<file path="src/rtl/video_stream_if.sv">
// Control and pixel-stream bundle between the synthetic video source and its consumer.
// The master side is the generator: it takes enable/pattern_sel and drives the stream.
interface video_stream_if;
    logic        enable;
    logic [1:0]  pattern_sel;
    logic        per_frame_vsync;
    logic        per_frame_href;
    logic        per_frame_de;
    logic [7:0]  per_img_Y;
    logic        frame_done;
    logic [15:0] frame_cnt;

    modport master (
        input  enable, pattern_sel,
        output per_frame_vsync, per_frame_href, per_frame_de, per_img_Y,
               frame_done, frame_cnt
    );

    modport slave (
        output enable, pattern_sel,
        input  per_frame_vsync, per_frame_href, per_frame_de, per_img_Y,
               frame_done, frame_cnt
    );
endinterface

</file>
<file path="src/rtl/video_stream_gen.sv">
// Synthetic grey video source: vsync / back porch / active lines with h-blank,
// four test patterns, registered outputs driven from the next-state values.
module video_stream_gen #(
    parameter logic [9:0]  IMG_HDISP  = 10'd100,
    parameter logic [9:0]  IMG_VDISP  = 10'd100,
    parameter logic [15:0] H_BLANK    = 16'd20,
    parameter logic [15:0] V_SYNC_CYC = 16'd300,
    parameter logic [15:0] V_BACK_CYC = 16'd300,
    parameter logic [7:0]  GRAY_LEVEL = 8'd128
) (
    input logic            clk,
    input logic            rst_n,
    video_stream_if.master vs
);
    localparam logic [2:0] ST_IDLE   = 3'd0;
    localparam logic [2:0] ST_VSYNC  = 3'd1;
    localparam logic [2:0] ST_VBACK  = 3'd2;
    localparam logic [2:0] ST_ACTIVE = 3'd3;
    localparam logic [2:0] ST_HBLANK = 3'd4;

    logic [2:0]  state_reg, state_next;
    logic [15:0] blank_reg, blank_next;
    logic [9:0]  x_reg, x_next;
    logic [9:0]  y_reg, y_next;
    logic [1:0]  pat_reg, pat_next;
    logic [7:0]  pix_next;
    logic        done_next;

    logic        vsync_reg;
    logic        de_reg;
    logic [7:0]  y_out_reg;
    logic        done_reg;
    logic [15:0] frame_cnt_reg;

    always_comb begin
        state_next = state_reg;
        blank_next = blank_reg + 16'd1;
        x_next     = x_reg;
        y_next     = y_reg;
        pat_next   = pat_reg;
        case (state_reg)
            ST_IDLE: begin
                blank_next = 16'd0;
                if (vs.enable) begin
                    state_next = ST_VSYNC;
                    pat_next   = vs.pattern_sel;
                end
            end
            ST_VSYNC: begin
                if (blank_reg == V_SYNC_CYC - 16'd1) begin
                    state_next = ST_VBACK;
                    blank_next = 16'd0;
                end
            end
            ST_VBACK: begin
                if (blank_reg == V_BACK_CYC - 16'd1) begin
                    state_next = ST_ACTIVE;
                    blank_next = 16'd0;
                    x_next     = 10'd0;
                    y_next     = 10'd0;
                end
            end
            ST_ACTIVE: begin
                blank_next = 16'd0;
                x_next     = x_reg + 10'd1;
                if (x_reg == IMG_HDISP - 10'd1) begin
                    state_next = ST_HBLANK;
                    x_next     = 10'd0;
                end
            end
            ST_HBLANK: begin
                if (blank_reg == H_BLANK - 16'd1) begin
                    blank_next = 16'd0;
                    if (y_reg != IMG_VDISP - 10'd1) begin
                        state_next = ST_ACTIVE;
                        x_next     = 10'd0;
                        y_next     = y_reg + 10'd1;
                    end else if (vs.enable) begin
                        // Back-to-back frame: pattern is re-latched here too
                        state_next = ST_VSYNC;
                        pat_next   = vs.pattern_sel;
                    end else begin
                        state_next = ST_IDLE;
                    end
                end
            end
            default: begin
                state_next = ST_IDLE;
                blank_next = 16'd0;
            end
        endcase
    end

    always_comb begin
        case (pat_next)
            2'd0:    pix_next = x_next[7:0];
            2'd1:    pix_next = y_next[7:0];
            2'd2:    pix_next = (x_next[3] ^ y_next[3]) ? 8'hFF : 8'h00;
            default: pix_next = GRAY_LEVEL;
        endcase
    end

    // End of the last active line: first HBLANK cycle of line IMG_VDISP-1
    assign done_next = (state_reg == ST_ACTIVE) && (state_next == ST_HBLANK) &&
                       (y_reg == IMG_VDISP - 10'd1);

    always_ff @(posedge clk or negedge rst_n) begin
        if (!rst_n) begin
            state_reg     <= ST_IDLE;
            blank_reg     <= 16'd0;
            x_reg         <= 10'd0;
            y_reg         <= 10'd0;
            pat_reg       <= 2'd0;
            vsync_reg     <= 1'b0;
            de_reg        <= 1'b0;
            y_out_reg     <= 8'd0;
            done_reg      <= 1'b0;
            frame_cnt_reg <= 16'd0;
        end else begin
            state_reg     <= state_next;
            blank_reg     <= blank_next;
            x_reg         <= x_next;
            y_reg         <= y_next;
            pat_reg       <= pat_next;
            vsync_reg     <= (state_next == ST_VSYNC);
            de_reg        <= (state_next == ST_ACTIVE);
            y_out_reg     <= (state_next == ST_ACTIVE) ? pix_next : 8'd0;
            done_reg      <= done_next;
            if (done_next)
                frame_cnt_reg <= frame_cnt_reg + 16'd1;
        end
    end

    assign vs.per_frame_vsync = vsync_reg;
    assign vs.per_frame_href  = de_reg;
    assign vs.per_frame_de    = de_reg;
    assign vs.per_img_Y       = y_out_reg;
    assign vs.frame_done      = done_reg;
    assign vs.frame_cnt       = frame_cnt_reg;
endmodule

</file>
<file path="src/flat_wrapper.sv">
// flat-port wrapper written by rule: the top's interface ports become plain ports
module video_stream_gen_flat 
#(
    parameter logic [9:0]  IMG_HDISP  = 10'd100,
    parameter logic [9:0]  IMG_VDISP  = 10'd100,
    parameter logic [15:0] H_BLANK    = 16'd20,
    parameter logic [15:0] V_SYNC_CYC = 16'd300,
    parameter logic [15:0] V_BACK_CYC = 16'd300,
    parameter logic [7:0]  GRAY_LEVEL = 8'd128
)
  (clk, rst_n, vs_enable, vs_pattern_sel, vs_per_frame_vsync, vs_per_frame_href, vs_per_frame_de, vs_per_img_Y, vs_frame_done, vs_frame_cnt);
  video_stream_if vs_i ();
  input logic clk;
  input logic rst_n;
  input wire logic [$bits(vs_i.enable)-1:0] vs_enable;
  input wire logic [$bits(vs_i.pattern_sel)-1:0] vs_pattern_sel;
  output wire logic [$bits(vs_i.per_frame_vsync)-1:0] vs_per_frame_vsync;
  output wire logic [$bits(vs_i.per_frame_href)-1:0] vs_per_frame_href;
  output wire logic [$bits(vs_i.per_frame_de)-1:0] vs_per_frame_de;
  output wire logic [$bits(vs_i.per_img_Y)-1:0] vs_per_img_Y;
  output wire logic [$bits(vs_i.frame_done)-1:0] vs_frame_done;
  output wire logic [$bits(vs_i.frame_cnt)-1:0] vs_frame_cnt;
  assign vs_i.enable = vs_enable;
  assign vs_i.pattern_sel = vs_pattern_sel;
  assign vs_per_frame_vsync = vs_i.per_frame_vsync;
  assign vs_per_frame_href = vs_i.per_frame_href;
  assign vs_per_frame_de = vs_i.per_frame_de;
  assign vs_per_img_Y = vs_i.per_img_Y;
  assign vs_frame_done = vs_i.frame_done;
  assign vs_frame_cnt = vs_i.frame_cnt;
  video_stream_gen #(.IMG_HDISP(IMG_HDISP), .IMG_VDISP(IMG_VDISP), .H_BLANK(H_BLANK), .V_SYNC_CYC(V_SYNC_CYC), .V_BACK_CYC(V_BACK_CYC), .GRAY_LEVEL(GRAY_LEVEL)) u_core (.clk(clk), .rst_n(rst_n), .vs(vs_i));
endmodule
</file>
<file path="config.mk">
export PLATFORM = sky130hd
export DESIGN_NAME = video_stream_gen_flat
export DESIGN_NICKNAME = d
export VERILOG_FILES = /design/src/rtl/video_stream_if.sv /design/src/rtl/video_stream_gen.sv /design/src/flat_wrapper.sv
export SDC_FILE = /design/constraint.sdc
export NUM_CORES = 1
export LEC_CHECK = 0
export CAP_MARGIN = 10
export CORE_MARGIN = 2
export CORE_UTILIZATION = 52
export CTS_CLUSTER_DIAMETER = 200
export DETAILED_ROUTE_END_ITERATION = 8
export PLACE_DENSITY_LB_ADDON = 0.2
export SLEW_MARGIN = 20
export SYNTH_ARGS = -nofsm -noshare
export SYNTH_HDL_FRONTEND = slang
export SYNTH_SLANG_ARGS = --single-unit
</file>
<file path="constraint.sdc">
create_clock -name clk -period 2.8 [get_ports clk]
set_input_delay 0.7 -clock clk [delete_from_list [all_inputs] [get_ports clk]]
set_output_delay 0.7 -clock clk [all_outputs]
set_load 0.02 [all_outputs]
</file>
# [After elaboration in Yosys (flattened, before gate mapping)]
# Index checks and enable logic that the tools add are counted.
[word_totals] reg_bits=68 elab_cells=70 out_inout_bits=28 inputBits=5
[classes] eq_ne=17 mux=27 bitwise=1 n_addsub=4 reduce_logical=9
[ops] operator="10-bit 2-to-1 mux" count=7
[ops] operator="16-bit by 1-bit adder with 16-bit output, second input constant" count=2
[ops] operator="16-bit 2-to-1 mux" count=2
[ops] operator="16-bit one-hot mux with 2 select lines" count=1
[ops] operator="10-bit one-hot mux with 3 select lines" count=1
[ops] operator="8-bit one-hot mux with 3 select lines" count=1
[ops] operator="10-bit by 1-bit adder with 10-bit output, second input constant" count=2
[ops] operator="10-bit by 7-bit == test with 1-bit output, second input constant" count=2
[ops] operator="10-bit one-hot mux with 2 select lines" count=1
[ops] operator="3-bit 2-to-1 mux" count=6
[ops] operator="16-bit by 5-bit == test with 1-bit output, second input constant" count=1
[ops] operator="16-bit by 9-bit == test with 1-bit output, second input constant" count=1
[ops] operator="8-bit 2-to-1 mux" count=2
[ops] operator="3-bit one-hot mux with 5 select lines" count=1
[ops] operator="10-bit by 7-bit != test with 1-bit output, second input constant" count=1
[ops] operator="3-bit by 2-bit == test with 1-bit output, second input constant" count=3
[ops] operator="4-bit AND reduction" count=2
[ops] operator="3-bit by 1-bit == test with 1-bit output, second input constant" count=2
[ops] operator="3-bit == test, second input constant" count=2
[ops] operator="2-bit 2-to-1 mux" count=3
[ops] operator="2-bit by 1-bit != test with 1-bit output, second input constant" count=3
[ops] operator="2-bit one-hot mux with 2 select lines" count=1
[ops] operator="3-bit logical NOT" count=1
[ops] operator="3-bit nonzero test" count=1
[ops] operator="8 further kinds" count=9

# [Longest topological paths before layout]
[depth] word_depth=8 mapped_depth=10 depth_no_buf=9

# [Worst setup path before layout]
# No wires, ideal clock.
[synth_timing] path_kind="register to register" startpoint="register u_core.blank_reg[0]" endpoint="register u_core.y_out_reg[6], in the netlist u_core.vs.per_img_Y[6]" synth_period_minus_slack_ps=2877 required_ps=2704 path_slack_ps=-77 path_buffers=1 t_arrival_ps=2782 path_stages_with_launch=10 setup_time_ps=96 path_cell_list="dfrtp_1 -> ha_1 -> or3b_2 -> nor4b_4 -> buf_6 -> o2bb2ai_4 -> mux2i_1 -> inv_1 -> a21o_1 -> a311oi_2"
[synth_between] elab_cells_between_ends=22 cone_classes="5 x eq/ne; 15 x mux; 1 x bitwise; 1 x reduce/logical"
[synth_rtl] element="from (decl)" line_no="video_stream_gen.sv:22" text="logic [15:0] blank_reg, blank_next;"
[synth_rtl] element="from (signal assigned)" line_no="video_stream_gen.sv:121" text="blank_reg <= blank_next;"
[synth_rtl] element="16-bit by 5-bit == test with 1-bit output (*)" line_no="video_stream_gen.sv:72" text="if (blank_reg == H_BLANK - 16'd1) begin"
[synth_rtl] element="2-bit 2-to-1 mux (*)" line_no="video_stream_gen.sv:72"
[synth_rtl] element="2-bit one-hot mux with 2 select lines (*)" line_no="video_stream_gen.sv:41" text="case (state_reg)"
[synth_rtl] element="via u_core.pat_next[1]" line_no="video_stream_gen.sv:25" text="logic [1:0] pat_reg, pat_next;"
[synth_rtl] element="2-bit == test (tied with other cells)" line_no="video_stream_gen.sv:95" text="case (pat_next)"
[synth_rtl] element="8-bit one-hot mux with 3 select lines (*)" line_no="video_stream_gen.sv:95"
[synth_rtl] element="8-bit 2-to-1 mux (*)" line_no="video_stream_gen.sv:127" text="y_out_reg <= (state_next == ST_ACTIVE) ? pix_next : 8'd0;"
[synth_rtl] element="to (signal assigned)" line_no="video_stream_gen.sv:127"
[synth_rtl] element="to (decl)" line_no="video_stream_gen.sv:31" text="logic [7:0] y_out_reg;"
# The timed path passes the listed nets; every way through them passes the cells marked *. The select of a mux whose other input is x is not followed.
# A chain may end at the register's enable or synchronous reset.

# [Worst setup path after layout]
[layout_timing] startpoint="register u_core.blank_reg[9]" endpoint="register u_core.y_out_reg[6], in the netlist u_core.vs.per_img_Y[6]"
[layout_between] elab_chain_len=7 elab_cells_between_ends=22 cone_classes="5 x eq/ne; 15 x mux; 1 x bitwise; 1 x reduce/logical"
[layout_lines] element="16-bit by 5-bit == test with 1-bit output / 16-bit by 9-bit == test with 1-bit output (equally long branches)" line_no="video_stream_gen.sv:72, video_stream_gen.sv:56"
[layout_lines] element="10-bit 2-to-1 mux (on tied branches)" line_no="video_stream_gen.sv:72, video_stream_gen.sv:56"
[layout_lines] element="10-bit one-hot mux with 2 select lines (*)" line_no="video_stream_gen.sv:41"
[layout_lines] element="via u_core.y_next[3]" line_no="video_stream_gen.sv:24" text="logic [9:0] y_reg, y_next;"
[layout_lines] element="1-bit bitwise XOR (*)" line_no="video_stream_gen.sv:98" text="2'd2: pix_next = (x_next[3] ^ y_next[3]) ? 8'hFF : 8'h00;"
[layout_lines] element="8-bit 2-to-1 mux (*)" line_no="video_stream_gen.sv:98"
[layout_lines] element="8-bit one-hot mux with 3 select lines (*)" line_no="video_stream_gen.sv:95"
[layout_lines] element="8-bit 2-to-1 mux (*)" line_no="video_stream_gen.sv:127"
# Marks and branches as above.

==> impl_metrics.env <==
export IMPL_outcome="finished clean"
export IMPL_cts_buffers=9
export IMPL_cp_end_kind="register"
export IMPL_grt_pass1_wl_um=12830
export IMPL_ant_nets=0
export IMPL_hold_buffers=0
export IMPL_clk_pin_slew_ps=70
export IMPL_syn_area_mm2=0.003516
export IMPL_vias_per_cell=5.728
export IMPL_hold_violations=0
export IMPL_syn_nets=357
export IMPL_fin_tns_setup_ps=0
export IMPL_ys_flop_type="dfrtp_1"
export IMPL_min_period_over_period_pct=96.45
export IMPL_rows=29
export IMPL_start_util_pct=54.44
export IMPL_seq_area_frac_synth_pct=48.40
export IMPL_clock_skew_final_ps=7.120
export IMPL_fin_util_pct=67.71
export IMPL_power_density_mw_per_mm2=436.4
export IMPL_worst_pin_slew_ps=664.8
export IMPL_dieArea_mm2=0.007435
export IMPL_crit_start="u_core.blank_reg[9]"
export IMPL_grt_pass1_vias=2710
export IMPL_post_drt_wl_per_cell_um=15.74
export IMPL_ys_types=63
export IMPL_p_leak_nw=1.916
export IMPL_cp_max_fo=7
export IMPL_die_w_um=86.23
export IMPL_place_port_buffers=32
export IMPL_final_layout_size_suffix_gt1_share_pct=16.39
export IMPL_antenna_found_initial=0
export IMPL_io_pins=33
export IMPL_firstDrtPassIters=4
export IMPL_synthCells=348
export IMPL_grt_max_degree=40
export IMPL_core_mm2=0.006459
export IMPL_timing_rr_start="u_core.blank_reg[9]"
export IMPL_antenna_cells=0
export IMPL_critical_path_arrival_ps=2950
export IMPL_synth_area_per_cell_um2=10.10
export IMPL_placed_cells=466
export IMPL_nets=419
export IMPL_synth_seq_cells=68
export IMPL_via_count=2818
export IMPL_hold_class="in -> async"
export IMPL_period_needed_ps=2700
export IMPL_cts_root_buf="clkbuf_8"
export IMPL_cp_start_kind="register"
export IMPL_finalWirelength_um=7745
export IMPL_whs_ps=382.1
export IMPL_final_max_slew_violation_count=0
export IMPL_num_fill_cells=513
export IMPL_cts_num_sinks=68
export IMPL_drv_cap=0
export IMPL_grt_use_met1_pct=30.93
export IMPL_grt_busiest_layer="met2"
export IMPL_setup_violations=0
export IMPL_grtUsageMet2_pct=34.18
export IMPL_cts_buffer_depth=2
export IMPL_drt_initial_drc_count=139
export IMPL_syn2layout_area_growth_pct=24.38
export IMPL_clkLatencyLatePin_ps=340
export IMPL_gp_congestion=0.8712
export IMPL_crit_type="reg -> reg"
export IMPL_die_h_um=86.23
export IMPL_fmax_mhz=370.3
export IMPL_grt_usage_pct=22.00
export IMPL_dp_hpwl_um=5378
export IMPL_cts_tree="built"
export IMPL_overflow=0
export IMPL_h_tree_depth=3
export IMPL_peakVddDrop_uv=264.9
export IMPL_met3_usage_pct=4.286
export IMPL_relSlewSlack_pct=55.68
export IMPL_drc_errors=0
export IMPL_final_cell_mix="dfrtp_1 (68), nor2_1 (40), clkdlybuf4s50_1 (31)"
export IMPL_final_common_cell="dfrtp_1"
export IMPL_synth_edf_count=0
export IMPL_worstPathRequired_ps=3050
export IMPL_fin_cells=492
export IMPL_async_reset_ff_share_pct=100.0
export IMPL_yosysWarnings=0
-- final timing paths --
| check | endpoint | slack [ps] | depth (start not counted) |
|---|---|---|---|
| setup / recovery | u_core.vs.per_img_Y[6] | 100 | 10 |
| hold / removal | u_core.vs.per_img_Y[0] | 380 | 1 |
| setup reg to reg | u_core.vs.per_img_Y[6] | 100 | 10 |
| hold reg to reg | u_core.vs.frame_cnt[15] | 480 | 1 |
| max in group asynchronous | u_core.blank_reg[4] | 1770 | 2 |
| min in group clk | u_core.vs.frame_cnt[15] | 480 | 1 |
-- synth_stat cells (6+ instances only) --
cell type	n	area (um2)
nand3_1	19	95.09
and2_1	10	62.56
dfrtp_1	68	1702
nand4_1	12	75.07
a21oi_1	14	70.07
nor2_1	40	150.1
o21ai_0	17	85.08
xnor2_1	20	175.2
nor3_1	6	30.03
inv_1	9	33.78
nand2_1	22	82.58
xor2_1	12	105.1
nor2b_1	6	37.54
a31oi_1	6	37.54
and3_1	9	56.30
-- kinds of logic after synthesis --
family	share of synthesized area (%)
flops	48.40
fa+ha+maj	1.424
mux	1.281
compound gates	14.73
xor+xnor	7.972
buf+inv	2.384
simple gates	23.81
-- through the flow --
step	cell area, um2	setup WS (ps)	total power [mW]
after detailed placement	4038	-77.03	1.031
after floorplan	3520	30.43	1.002
after global routing	4373	-8.466	1.992
after global placement	4038	34.04	1.031
after CTS	4267	11.28	1.931
final	4373	99.52	1.908
-- area by class of cell --
type,count,area (um2),share of cell area (%)
tap,77,96.34,2.203
timing repair buffer,59,546.8,12.50
multi-input combinational,262,1773,40.54
clock buffer,12,145.1,3.319
clock inverter,4,72.57,1.660
sequential,68,1702,38.91
inverter,10,37.54,0.8584
-- critical path, stage by stage, from the launching register on --
cell      delay, ps
dfrtp_1         410
or4_4           600
nor4b_4         360
buf_6           190
nand3_4          80
a32oi_4         290
inv_2            80
nor2_2          130
a21oi_2          60
buf_4           160
a311oi_2        230
-- metal layers --
metal,routed length [um],up-vias
li1,-,1382
met1,3698,1380
met2,3707,46
met3,243,10
met4,95,0
met5,0,-
-- power by group --
group / internal, mW / total, mW / switching (mW)
Combinational: 0.00777 / 0.0291 / 0.0213
Sequential: 0.982 / 0.982 / 0
Clock: 0.525 / 0.898 / 0.372
-- what timing repair did --
| item | 4_1_cts | 5_1_grt |
|---|---|---|
| endpoints found under the hold margin | 0 | 0 |
| pin swaps | 0 | 6 |
| cloned | 0 | 0 |
| buffers inserted | 1 | 9 |
| setup endpoints to repair | 6 | 7 |
| gates resized for setup | 1 | 8 |
Power figures use the tool's default switching activity.
